### config.mk
export PLATFORM = sky130hd
export DESIGN_NAME = lstm_gate_mac
export DESIGN_NICKNAME = d
export VERILOG_FILES = /design/src/rtl/lstm_gate_mac.sv
export SDC_FILE = /design/constraint.sdc
export NUM_CORES = 1
export LEC_CHECK = 0
export CORE_MARGIN = 4
export CORE_UTILIZATION = 50
export DETAILED_ROUTE_END_ITERATION = 10
export GPL_TIMING_DRIVEN = 0
export PLACE_DENSITY_LB_ADDON = 0.3
export SYNTH_ARGS = -nofsm -noshare
export SYNTH_HDL_FRONTEND = slang
export SYNTH_SLANG_ARGS = --single-unit
### constraint.sdc
create_clock -name sys_clk -period 5.1 [get_ports sys_clk]
set_input_delay 1.02 -clock sys_clk [delete_from_list [all_inputs] [get_ports sys_clk]]
set_output_delay 1.02 -clock sys_clk [all_outputs]
set_load 0.005 [all_outputs]
### src/rtl/lstm_gate_mac.sv
// lstm_gate_mac -- one LSTM gate pre-activation (W * [x;h] + b) for FEATURES
// parallel lanes, streamed one input element per cycle from a synchronous
// buffer (read data returns one cycle after x_rd).
//
// Ports:
//   sys_clk, reset_n   clock (rising edge), async active-low reset
//   start              request one gate vector (ignored while busy)
//   x_addr, x_rd       input-buffer address / read enable (addr is 0 when idle)
//   x_data, w_col      element and its weight column, one cycle after x_rd
//   gate_out           saturated (acc >>> FRAC_BITS) per lane, held until next result
//   done               level, gate_out valid; busy high in RUN and DRAIN
//   bias_in            only when LSTM_GATE_BIAS_EN is defined: per-lane bias,
//                      preloaded into the accumulator as bias << FRAC_BITS

module lstm_gate_lane #(
  parameter int EB   = 8,
  parameter int AW   = 20,
  parameter int FRAC = 4
) (
  input  logic          sys_clk,
  input  logic          reset_n,
  input  logic          clr,
  input  logic          en,
  input  logic          lat,
  input  logic [EB-1:0] bias,
  input  logic [EB-1:0] w,
  input  logic [EB-1:0] x,
  output logic [EB-1:0] res
);
  localparam logic signed [AW-1:0] SMAX = AW'(2**(EB-1)-1);
  localparam logic signed [AW-1:0] SMIN = ~SMAX;

  logic signed [AW-1:0]   acc_q, acc_d;
  logic signed [AW-1:0]   sh;
  logic signed [2*EB-1:0] prod;
  logic        [EB-1:0]   res_q, res_d;

  assign prod = $signed(w) * $signed(x);
  // arithmetic shift == floor division by 2^FRAC
  assign sh   = acc_q >>> FRAC;

  always_comb begin
    acc_d = acc_q;
    if (clr)     acc_d = AW'($signed(bias)) <<< FRAC;
    else if (en) acc_d = acc_q + AW'(prod);
  end

  always_comb begin
    res_d = res_q;
    if (lat) begin
      if (sh > SMAX)      res_d = SMAX[EB-1:0];
      else if (sh < SMIN) res_d = SMIN[EB-1:0];
      else                res_d = sh[EB-1:0];
    end
  end

  always_ff @(posedge sys_clk or negedge reset_n) begin
    if (!reset_n) begin
      acc_q <= '0;
      res_q <= '0;
    end else begin
      acc_q <= acc_d;
      res_q <= res_d;
    end
  end

  assign res = res_q;
endmodule

module lstm_gate_mac #(
  parameter int ELEMENT_BITS = 8,
  parameter int FEATURES     = 4,
  parameter int VEC_LEN      = 8,
  parameter int ADDR_BITS    = 3,
  parameter int FRAC_BITS    = 4
) (
  input  logic                             sys_clk,
  input  logic                             reset_n,
  input  logic                             start,
  output logic [ADDR_BITS-1:0]             x_addr,
  output logic                             x_rd,
  input  logic [ELEMENT_BITS-1:0]          x_data,
  input  logic [FEATURES*ELEMENT_BITS-1:0] w_col,
`ifdef LSTM_GATE_BIAS_EN
  input  logic [FEATURES*ELEMENT_BITS-1:0] bias_in,
`endif
  output logic [FEATURES*ELEMENT_BITS-1:0] gate_out,
  output logic                             done,
  output logic                             busy
);
  localparam int AW = 2*ELEMENT_BITS + ADDR_BITS + 1;
  localparam logic [ADDR_BITS-1:0] LAST = ADDR_BITS'(VEC_LEN-1);

  typedef enum logic [1:0] {IDLE, RUN, DRAIN, DONE} state_e;

  state_e               state_q, state_d;
  logic [ADDR_BITS-1:0] x_addr_q, x_addr_d;
  logic                 x_rd_q, x_rd_d;
  logic                 rd_vld_q;   // x_rd delayed: x_data/w_col valid now
  logic                 done_q, done_d;
  logic                 clr, lat;
  logic [FEATURES*ELEMENT_BITS-1:0] bias_w;

`ifdef LSTM_GATE_BIAS_EN
  assign bias_w = bias_in;
`else
  assign bias_w = '0;
`endif

  always_comb begin
    state_d  = state_q;
    x_addr_d = '0;
    x_rd_d   = 1'b0;
    done_d   = done_q;
    clr      = 1'b0;
    lat      = 1'b0;
    case (state_q)
      IDLE: ;
      RUN: begin
        if (x_addr_q == LAST) begin
          state_d = DRAIN;
        end else begin
          x_rd_d   = 1'b1;
          x_addr_d = x_addr_q + 1'b1;
        end
      end
      DRAIN: state_d = DONE;
      DONE: begin
        // first DONE cycle: last product is in the accumulator, publish it
        if (!done_q) begin
          lat    = 1'b1;
          done_d = 1'b1;
        end
      end
      default: state_d = IDLE;
    endcase
    if ((state_q == IDLE || state_q == DONE) && start) begin
      state_d  = RUN;
      clr      = 1'b1;
      done_d   = 1'b0;
      x_rd_d   = 1'b1;
      x_addr_d = '0;
    end
  end

  always_ff @(posedge sys_clk or negedge reset_n) begin
    if (!reset_n) begin
      state_q  <= IDLE;
      x_addr_q <= '0;
      x_rd_q   <= 1'b0;
      rd_vld_q <= 1'b0;
      done_q   <= 1'b0;
    end else begin
      state_q  <= state_d;
      x_addr_q <= x_addr_d;
      x_rd_q   <= x_rd_d;
      rd_vld_q <= x_rd_q;
      done_q   <= done_d;
    end
  end

  for (genvar f = 0; f < FEATURES; f++) begin : g_lane
    lstm_gate_lane #(.EB(ELEMENT_BITS), .AW(AW), .FRAC(FRAC_BITS)) u_lane (
      .sys_clk (sys_clk),
      .reset_n (reset_n),
      .clr     (clr),
      .en      (rd_vld_q),
      .lat     (lat),
      .bias    (bias_w[f*ELEMENT_BITS +: ELEMENT_BITS]),
      .w       (w_col[f*ELEMENT_BITS +: ELEMENT_BITS]),
      .x       (x_data),
      .res     (gate_out[f*ELEMENT_BITS +: ELEMENT_BITS])
    );
  end

  assign x_addr = x_addr_q;
  assign x_rd   = x_rd_q;
  assign done   = done_q;
  assign busy   = (state_q == RUN) || (state_q == DRAIN);
endmodule

After elaboration in Yosys (flattened, before gate mapping) --
Index checks and enable logic that the tools add are counted.
Word-level totals: bits in registers 120, latch bits 0, memory bits (writable) 0, ROM bits 0, bits of input ports 43, output and inout port bits 38, memories 0
Operators by class: $add $sub $neg 5, multipliers 4, div/mod/pow operators 0, magnitude comparators 8, equal/unequal tests 5, shifts and indexed selects 0, muxes and demuxes 30, bitwise logic cells 0, reductions and logical operators 8
Operator list (count):
- 2-to-1 mux 20 bit | 8
- adder 20 x 16 -> 20 bit | 4
- > comparator 16 x 8 -> 1 bit (second input constant) | 4
- less-than comparator 16 x 8 -> 1 bit (second input constant) | 4
- multiplier 8 x 8 -> 16 bit | 4
- 2-to-1 mux 8 bit | 8
- 2-to-1 mux 3 bit | 3
- 2-to-1 mux 1 bit | 8
- equality test 2 bit (second input constant) | 2
- 2-to-1 mux 2 bit | 2
- case mux 2 bit (2 select lines) | 1
- nonzero test 2 bit | 2
- adder 3 x 1 -> 3 bit (second input constant) | 1
- equality test 3 bit (second input constant) | 1
- != test 3 bit (second input constant) | 1
- nonzero test 3 bit | 1
- equality test 2 x 1 -> 1 bit (second input constant) | 1
- zero test 2 bit | 1
- logical OR 1 bit | 2
- AND reduction 2 bit | 1
- logical AND 1 bit | 1

Depth between registers and ports, before layout --
Gate-level depths: netlist of run 1.
depth after elaboration 5, gate-level depth with buffers 21, mapped depth without buffers 19

By module --
Synthesis of run 1 repeated with hierarchy kept, for this count alone.
Second synthesis, totals: cells, all modules 2029, area total of the unflattened synthesis 19733.9 µm²
By module, submodules not included:
- lstm_gate_lane (g_lane[0].u_lane ...) | times used 2, cells each 501, area an instance 4854.7 µm², sequential area each 700.7 µm²
- lstm_gate_lane (g_lane[2].u_lane) | times used 1, cells each 504, area an instance 4912.2 µm², sequential area each 700.7 µm²
- lstm_gate_lane (g_lane[3].u_lane) | times used 1, cells each 490, area an instance 4749.6 µm², sequential area each 700.7 µm²
- lstm_gate_mac | times used 1, cells each 33, area an instance 362.8 µm², sequential area each 200.2 µm²

Worst setup path after synthesis of run 1 --
OpenSTA, ideal clock, no wires.
kind input to register, start input port w_col[15], end register g_lane[1].u_lane.acc_q[18], arrival time 5.728 ns, required time 4.959 ns, setup slack -0.769 ns, stages on the path 16, path buffers 0, cells stage by stage and2_1 inv_1 fa_1 inv_1 fa_1 fa_1 fa_1 fa_1 ha_1 o21a_1 o31a_1 o211ai_1 a21boi_1 o311ai_0 a21o_1 a31oi_1
Between the ends: cells in the longest elaborated chain, start to end 4
Ends and longest elaborated chain:
- from (decl) | line 83 | input logic [FEATURES*ELEMENT_BITS-1:0] w_col,
- multiplier 8 x 8 -> 16 bit | line 38 | assign prod = $signed(w) * $signed(x);
- adder 20 x 16 -> 20 bit | line 45 | else if (en) acc_d = acc_q + AW'(prod);
- 2-to-1 mux 20 bit | line 45
- 2-to-1 mux 20 bit | line 44 | if (clr) acc_d = AW'($signed(bias)) <<< FRAC;
- to (signal assigned) | line 59 | acc_q <= '0;
- to (signal assigned) | line 62 | acc_q <= acc_d;
- to (decl) | line 33 | logic signed [AW-1:0] acc_q, acc_d;
Every way passes these cells. The select of a mux whose other input is x is not followed. A chain may end at the register's enable or synchronous reset.

Worst setup path in the final report of run 1 --
start input port x_data[0], end register g_lane[1].u_lane.acc_q[16]
Between the ends: cells in the longest elaborated chain, start to end 4
Ends and longest elaborated chain:
- from (decl) | line 82 | input logic [ELEMENT_BITS-1:0] x_data,
- multiplier 8 x 8 -> 16 bit | line 38
- adder 20 x 16 -> 20 bit | line 45
- 2-to-1 mux 20 bit | line 45
- 2-to-1 mux 20 bit | line 44
Every way passes these cells. The select of a mux whose other input is x is not followed.

==> results of run 1 <==
[placed cells by master, fill, tap and decap left out, types with 11 or more instances in the layout]
cell,instances
inv_2,27
mux2i_1,41
clkbuf_1,25
clkbuf_16,32
and2_1,124
buf_4,81
ha_1,133
dfrtp_1,120
fa_2,25
xor2_1,16
nor3_1,12
o21ai_0,58
buf_2,16
nand2_1,159
nand2_2,11
nor2_1,119
ha_4,53
xnor2_1,42
inv_1,367
clkdlybuf4s50_1,39
a21oi_2,16
a21o_1,21
fa_1,327
a21oi_1,40
[Yosys cell counts (5+ instances only)]
cell	count
inv_1	396
fa_1	352
ha_1	189
nand2_1	178
and2_1	134
nor2_1	126
dfrtp_1	120
o21ai_0	76
a21oi_1	59
clkbuf_1	46
xnor2_1	42
mux2i_1	41
a21o_1	21
xor2_1	16
nor3_1	14
nand2b_1	13
nor2b_1	11
a211oi_1	10
nand3_1	10
nor4_1	10
o211ai_1	10
o21a_1	10
a31oi_1	9
nand4_1	9
o21bai_1	9
and3_1	8
buf_1	5
o22ai_1	5
o31a_1	5
[metrics by stage]
| stage | utilization (%) | setup WS (ns) | hold WS [ns] | instances | area, um^2 |
|---|---|---|---|---|---|
| after detailed placement | 56.31 | -1.636 | 0.4491 | 2573 | 21210 |
| after global placement | 56.24 | -1.991 | 0.4488 | 2572 | 21180 |
| after global routing | 62.88 | -0.3114 | 0.4820 | 2697 | 23680 |
| after CTS | 61.23 | -0.1361 | 0.4699 | 2673 | 23060 |
| after floorplan | - | -0.3052 | 0.3757 | 1981 | 19740 |
| final | 62.88 | -0.1866 | 0.4632 | 2697 | 23680 |
[cell families after synthesis]
group	Yosys count	share of synthesized area, %
adder cells (fa/ha/maj)	541	49.23
flip-flops	120	15.71
buffers and inverters	447	8.777
multiplexers	42	2.206
AO/OA/AOI/OAI	239	7.952
AND/OR/NAND/NOR	534	13.47
XOR/XNOR	58	2.657
[registers in the layout, indices dropped and copies added, names as in the netlist]
name and flops:
g_lane.u_lane.res 32, rd_vld_q 1, done 1, x_addr 3
x_rd 1, g_lane.u_lane.acc_q 80, state_q 2
[routing by layer]
layer	part of all wire, %	vias to the layer above
met1	41	7634
met4	3.5	0
met5	0	-
met3	7.8	95
li1	-	6577
met2	48	525
[cell type report]
| class | instances | area [um^2] | area share (%) |
|---|---|---|---|
| Clock inverter | 11 | 147.6 | 0.6234 |
| Tap cell | 511 | 639.4 | 2.700 |
| Multi-Input combinational cell | 1416 | 15740 | 66.47 |
| Sequential cell | 120 | 3003 | 12.68 |
| Buffer | 51 | 601.8 | 2.541 |
| Clock buffer | 21 | 460.4 | 1.944 |
| Inverter | 396 | 1501 | 6.339 |
| Timing Repair Buffer | 171 | 1588 | 6.704 |
[critical path: stages]
cell       delay, ns
buf_12          0.11
clkbuf_16       0.15
clkbuf_16       0.15
nand2_4         0.05
fa_1            0.51
inv_2           0.04
fa_1            0.50
inv_2           0.04
fa_2            0.52
inv_2           0.04
fa_2            0.33
fa_1            0.58
ha_4            0.21
o21a_1          0.17
o31a_1          0.13
o211ai_1        0.27
a21boi_2        0.13
o311a_1         0.34
o211ai_1        0.17
nor3b_2         0.17
[what timing repair did]
| item | 4_1_cts | 5_1_grt |
|---|---|---|
| setup buffers | 65 | 26 |
| resized for setup | 310 | 125 |
| pin swaps | 96 | 67 |
| gates cloned | 3 | 3 |
| endpoints found under the setup margin | 60 | 36 |
[worst paths after layout]
| kind | start | to |
|---|---|---|
| setup / recovery | x_data[0] | g_lane[1].u_lane.acc_q[16] |
| max in group asynchronous | reset_n | g_lane[1].u_lane.acc_q[9] |
| setup reg to reg | g_lane[1].u_lane.acc_q[6] | g_lane[1].u_lane.acc_q[16] |
| hold reg to reg | x_rd | rd_vld_q |
| hold / removal | x_rd | rd_vld_q |
| min in group asynchronous | reset_n | g_lane[0].u_lane.res[1] |
==> impl_summary.log, run 1 <==
[metrics] run status: complete, but fails checks
[metrics] failing checks: setup timing
[metrics] wire length per cell after detailed routing: 19.93 um
[metrics] post-DR vias/cell: 5.499
[metrics] number of cell instances on the worst register-to-register path: 17
[metrics] count of maximum capacitance violations: 0
[metrics] sequential area share after synthesis: 15.71%
[metrics] wire length reported by the detailed router: 53.74 mm
[metrics] Mapped Area: 19,120 um^2
[metrics] number of global-route vias before repair: 15,980
[metrics] Area contributors post-synth: fa_1, dfrtp_1, ha_1, inv_1, and2_1
[metrics] met1 usage in global routing: 35.83%
[metrics] GR Util All Layers: 26.42%
[metrics] proportion of netlist area held by the largest area contributor: 36.86%
[metrics] clock tree from TritonCTS: done
[metrics] clock latency at the later pin of the worst-skew pair: 0.44 ns
[metrics] Clock Tree Buf Depth: 2
[metrics] Die Footprint: 41,430 um^2
[metrics] Final HPWL DP: 39.93 mm
[metrics] mean instance size in the synthesized netlist: 9.650 um^2
[metrics] fillers: 3,039
[metrics] clock sinks: 120
[metrics] antenna violation net count after detailed routing: 0
[metrics] Min-Delay Path Class: reg2reg
[metrics] remaining global-route overflow: 0
[metrics] cts bufs inserted: 17
[metrics] number of H-tree branching levels: 4
[metrics] share of flip-flops with an asynchronous set or reset after synthesis: 100.0%
[metrics] post-route clock skew: 0.01210 ns
[metrics] initial DRC count: 992
[metrics] final critical-path share of the clock period: 103.7%
[metrics] crit start category: input port
[metrics] time the final worst path needs with I/O delays and setup: 5.287 ns
[metrics] RePlAce Congestion: 0.9047
[metrics] final antenna diode count: 0
[metrics] Synth cell types: 57
[metrics] die outline width: 203.5 um
[metrics] net total in the final layout: 2,757
[metrics] Critical Path Fanout Max: 6
[metrics] cells after synthesis: 1,981
[metrics] flip-flop and latch count after synthesis: 120
[metrics] count of pins on the block boundary: 81
[metrics] Port Buffer Count: 80
[metrics] number of max-slew violations in the final report: 0
[metrics] critical path arrival: 5.64 ns
[metrics] hold bufs inserted after CTS: 0
[metrics] EDFF count, synth: 0
[metrics] core area: 37,670 um^2
[metrics] setup repair after global routing missed its margin: true
[metrics] met3 global-route usage: 4.897%
[metrics] starting utilization of the core area: 50.75%
[metrics] routing usage on met2: 43.41%
[metrics] clock-pin transition on the worst setup and hold timing paths: 0.06 ns
[metrics] most frequently used flop master after synthesis: dfrtp_1
[metrics] number of endpoints failing setup at the final stage: 20
[metrics] path type of the worst setup path: in2reg
[metrics] required time at the endpoint of the critical path: 5.46 ns
[metrics] overall via count from detail_route: 14,830
[metrics] Cells on Worst Hold Path: 0
[metrics] count of standard-cell rows: 71
[metrics] Sum Neg Setup Slack: -2.205 ns
[metrics] Peak Freq: 189.2 MHz
[metrics] library cell with the largest summed area after synthesis: fa_1
[metrics] warning count from the yosys run: 0
[metrics] Worst Slack Setup Final: -0.1866 ns
[metrics] relative max-transition margin: 13.46%
[metrics] number of antenna violations at the first check in global routing: 1
[metrics] Post-Syn Nets: 2,565
[metrics] critical path capture point type: flop
[metrics] fraction of final layout cells sized beyond drive strength 1: 18.85%
[metrics] cell chosen for the clock root: clkbuf_16
[metrics] vertical extent of the die: 203.5 um
[metrics] Least-Margin Pin Slew: 1.298 ns
[metrics] Final Hold Vio Count: 0
[metrics] number of detailed-route iterations in the first pass: 7
[metrics] wire length of the first global-routing pass: 85.28 mm
[metrics] DRC violation count after routing: 0
[metrics] post-synthesis to final-layout area growth: 23.89%
[metrics] busiest metal layer after global routing: met2
[metrics] reg-to-reg slack, setup: 0.38 ns
[metrics] pin count of the biggest net entering global routing: 67
Power of run 1 is not shown: default switching activity piles up to over one toggle a cycle in this logic, so the estimate is an artifact.
==> inputs of run 2 (changes only) <==
--- a/config.mk
+++ b/config.mk
@@ -5,11 +5,13 @@
 export SDC_FILE = /design/constraint.sdc
 export NUM_CORES = 1
 export LEC_CHECK = 0
+export CAP_MARGIN = 20
 export CORE_MARGIN = 4
 export CORE_UTILIZATION = 50
 export DETAILED_ROUTE_END_ITERATION = 10
 export GPL_TIMING_DRIVEN = 0
 export PLACE_DENSITY_LB_ADDON = 0.3
+export SKIP_CTS_REPAIR_TIMING = 1
 export SYNTH_ARGS = -nofsm -noshare
 export SYNTH_HDL_FRONTEND = slang
 export SYNTH_SLANG_ARGS = --single-unit
==> impl_summary.log, run 2 (synthesized netlist as in run 1, its figures left out) <==
[metrics] sequence of cells on the critical path: buf_12 > clkbuf_16 > buf_12 > nand2_4 > fa_1 > inv_2 > fa_1 > inv_2 > fa_2 > inv_2 > fa_2 > fa_1 > ha_4 > o21a_1 > o31a_1 > o211ai_1 > a21boi_2 > o311a_1 > o211ai_1 > nor3b_2
[metrics] initial DRC count: 946
[metrics] number of endpoints failing setup at the final stage: 18
[metrics] cts bufs inserted: 17
[metrics] most used cells in the layout excluding fill and tap cells: inv_1, fa_1, nand2_1
[metrics] setup repair after global routing missed its margin: true
[metrics] commonest non-fill, non-tap cell in the layout: inv_1
[metrics] Final Hold Vio Count: 0
[metrics] number of antenna violations at the first check in global routing: 0
[metrics] Peak Freq: 188.7 MHz
[metrics] final critical-path share of the clock period: 103.9%
[metrics] count of pins on the block boundary: 81
[metrics] critical path arrival: 5.66 ns
[metrics] critical path capture point type: flop
[metrics] clock tree from TritonCTS: done
[metrics] overall via count from detail_route: 14,800
[metrics] net total in the final layout: 2,762
[metrics] Min-Delay Path Class: reg2reg
[metrics] Clock Tree Buf Depth: 2
[metrics] Largest register FFs: 80
[metrics] Post-DP Area: 21,210 um^2
[metrics] DRC violation count after routing: 0
[metrics] relative max-transition margin: 24.32%
[metrics] fillers: 3,038
[metrics] RePlAce Congestion: 0.9047
[metrics] cell chosen for the clock root: clkbuf_16
[metrics] required time at the endpoint of the critical path: 5.46 ns
[metrics] area taken by multi-input logic gates: 15,660 um^2
[metrics] number of detailed-route iterations in the first pass: 6
[metrics] time the final worst path needs with I/O delays and setup: 5.300 ns
[metrics] clock sinks: 120
[metrics] Final HPWL DP: 39.93 mm
[metrics] clock-pin transition on the worst setup and hold timing paths: 0.06 ns
[metrics] wire length per cell after detailed routing: 19.68 um
[metrics] register with the most flip-flops: g_lane.u_lane.acc_q
[metrics] clock latency at the later pin of the worst-skew pair: 0.44 ns
[metrics] pin count of the biggest net entering global routing: 67
[metrics] wire length of the first global-routing pass: 81.85 mm
[metrics] Least-Margin Pin Slew: 1.135 ns
[metrics] starting utilization of the core area: 50.75%
[metrics] cell with the largest stage delay on the worst path: fa_1
[metrics] core area: 37,670 um^2
[metrics] peak per-stage delay on the critical path: 0.58 ns
[metrics] Port Buffer Count: 80
[metrics] area used by sequential logic in the layout: 3003 um^2
[metrics] count of maximum capacitance violations: 0
[metrics] post-route clock skew: 0.01390 ns
[metrics] wire length reported by the detailed router: 53.21 mm
[metrics] failing checks: setup timing
[metrics] post-DR vias/cell: 5.472
[metrics] count of standard-cell rows: 71
[metrics] GR Util All Layers: 25.37%
[metrics] number of max-slew violations in the final report: 0
[metrics] cell area after layout: 23,620 um^2
[metrics] number of H-tree branching levels: 4
[metrics] fraction of final layout cells sized beyond drive strength 1: 18.58%
[metrics] antenna violation net count after detailed routing: 0
[metrics] vertical extent of the die: 203.5 um
[metrics] run status: complete, but fails checks
[metrics] post-synthesis to final-layout area growth: 23.55%
[metrics] path type of the worst setup path: in2reg
[metrics] die outline width: 203.5 um
[metrics] reg-to-reg slack, setup: 0.33 ns
[metrics] number of global-route vias before repair: 15,320
[metrics] crit start category: input port
[metrics] Worst Slack Setup Final: -0.1997 ns
[metrics] Critical Path Fanout Max: 6
[metrics] Die Footprint: 41,430 um^2
[metrics] remaining global-route overflow: 0
-- run 2: cell types whose count changed in the layout (fill, tap and decap cells not counted), moves of 4 or more --
| cell | delta |
|---|---|
| ha_1 | +4 |
| fa_2 | +6 |
| clkbuf_2 | +22 |
| buf_2 | -14 |
| fa_1 | -6 |
| clkdlybuf4s15_2 | -10 |
| buf_12 | +12 |
| clkbuf_16 | -8 |
| buf_8 | +4 |
| clkbuf_8 | -8 |
| buf_6 | +12 |
| a21oi_2 | -6 |
| nand2_2 | +5 |
| a21oi_1 | +7 |
-- run 2: cell type report --
type,instances,share of cell area [%]
clock inverter,11,0.6251
inverter,396,6.336
sequential,120,12.71
antenna,2,0.02119
timing repair buffer,178,7.358
buffer,51,2.008
multi-input combinational,1414,66.28
clock buffer,21,1.949
tap,511,2.707
-- run 2: layer usage --
layer	global-route usage (%)	routed length, um
met5	0	0
met4	7.757	1722
met3	4.802	4432
met2	41.43	25540
met1	34.81	21520
-- run 2: critical path, delay by kind of cell --
family | cells | cell delay, ns
compound gates | 6 | 1.25
fa+ha+maj | 6 | 2.66
buf+inv | 6 | 0.50
simple gates | 2 | 0.22
-- run 2: worst paths after layout --
check / start / end / depth (start not counted)
worst max register to register: g_lane[2].u_lane.acc_q[6] / g_lane[2].u_lane.acc_q[18] / 17
worst min-delay path: x_rd / rd_vld_q / 0
min in group asynchronous: reset_n / g_lane[0].u_lane.res[1] / 1
max in group asynchronous: reset_n / g_lane[1].u_lane.acc_q[11] / 2
worst min register to register: x_rd / rd_vld_q / 0
worst max-delay path: x_data[0] / g_lane[1].u_lane.acc_q[16] / 20
-- run 2: metrics by stage --
| step | worst slack [ns] | std cells | TNS [ns] | hold slack (ns) | util [%] |
|---|---|---|---|---|---|
| finish | -0.1997 | 2704 | -1.781 | 0.4629 | 62.71 |
| global route | -0.3123 | 2702 | -4.754 | 0.4820 | 62.69 |
| CTS | -1.186 | 2605 | -38.94 | 0.4699 | 57.93 |
| detailed placement | -1.636 | 2573 | -65.94 | 0.4491 | 56.31 |
| global placement | -1.991 | 2572 | -298.68 | 0.4488 | 56.24 |
| floorplan | -0.3052 | 1981 | -1.987 | 0.3757 | - |
Power of run 2 is left out for the same reason.
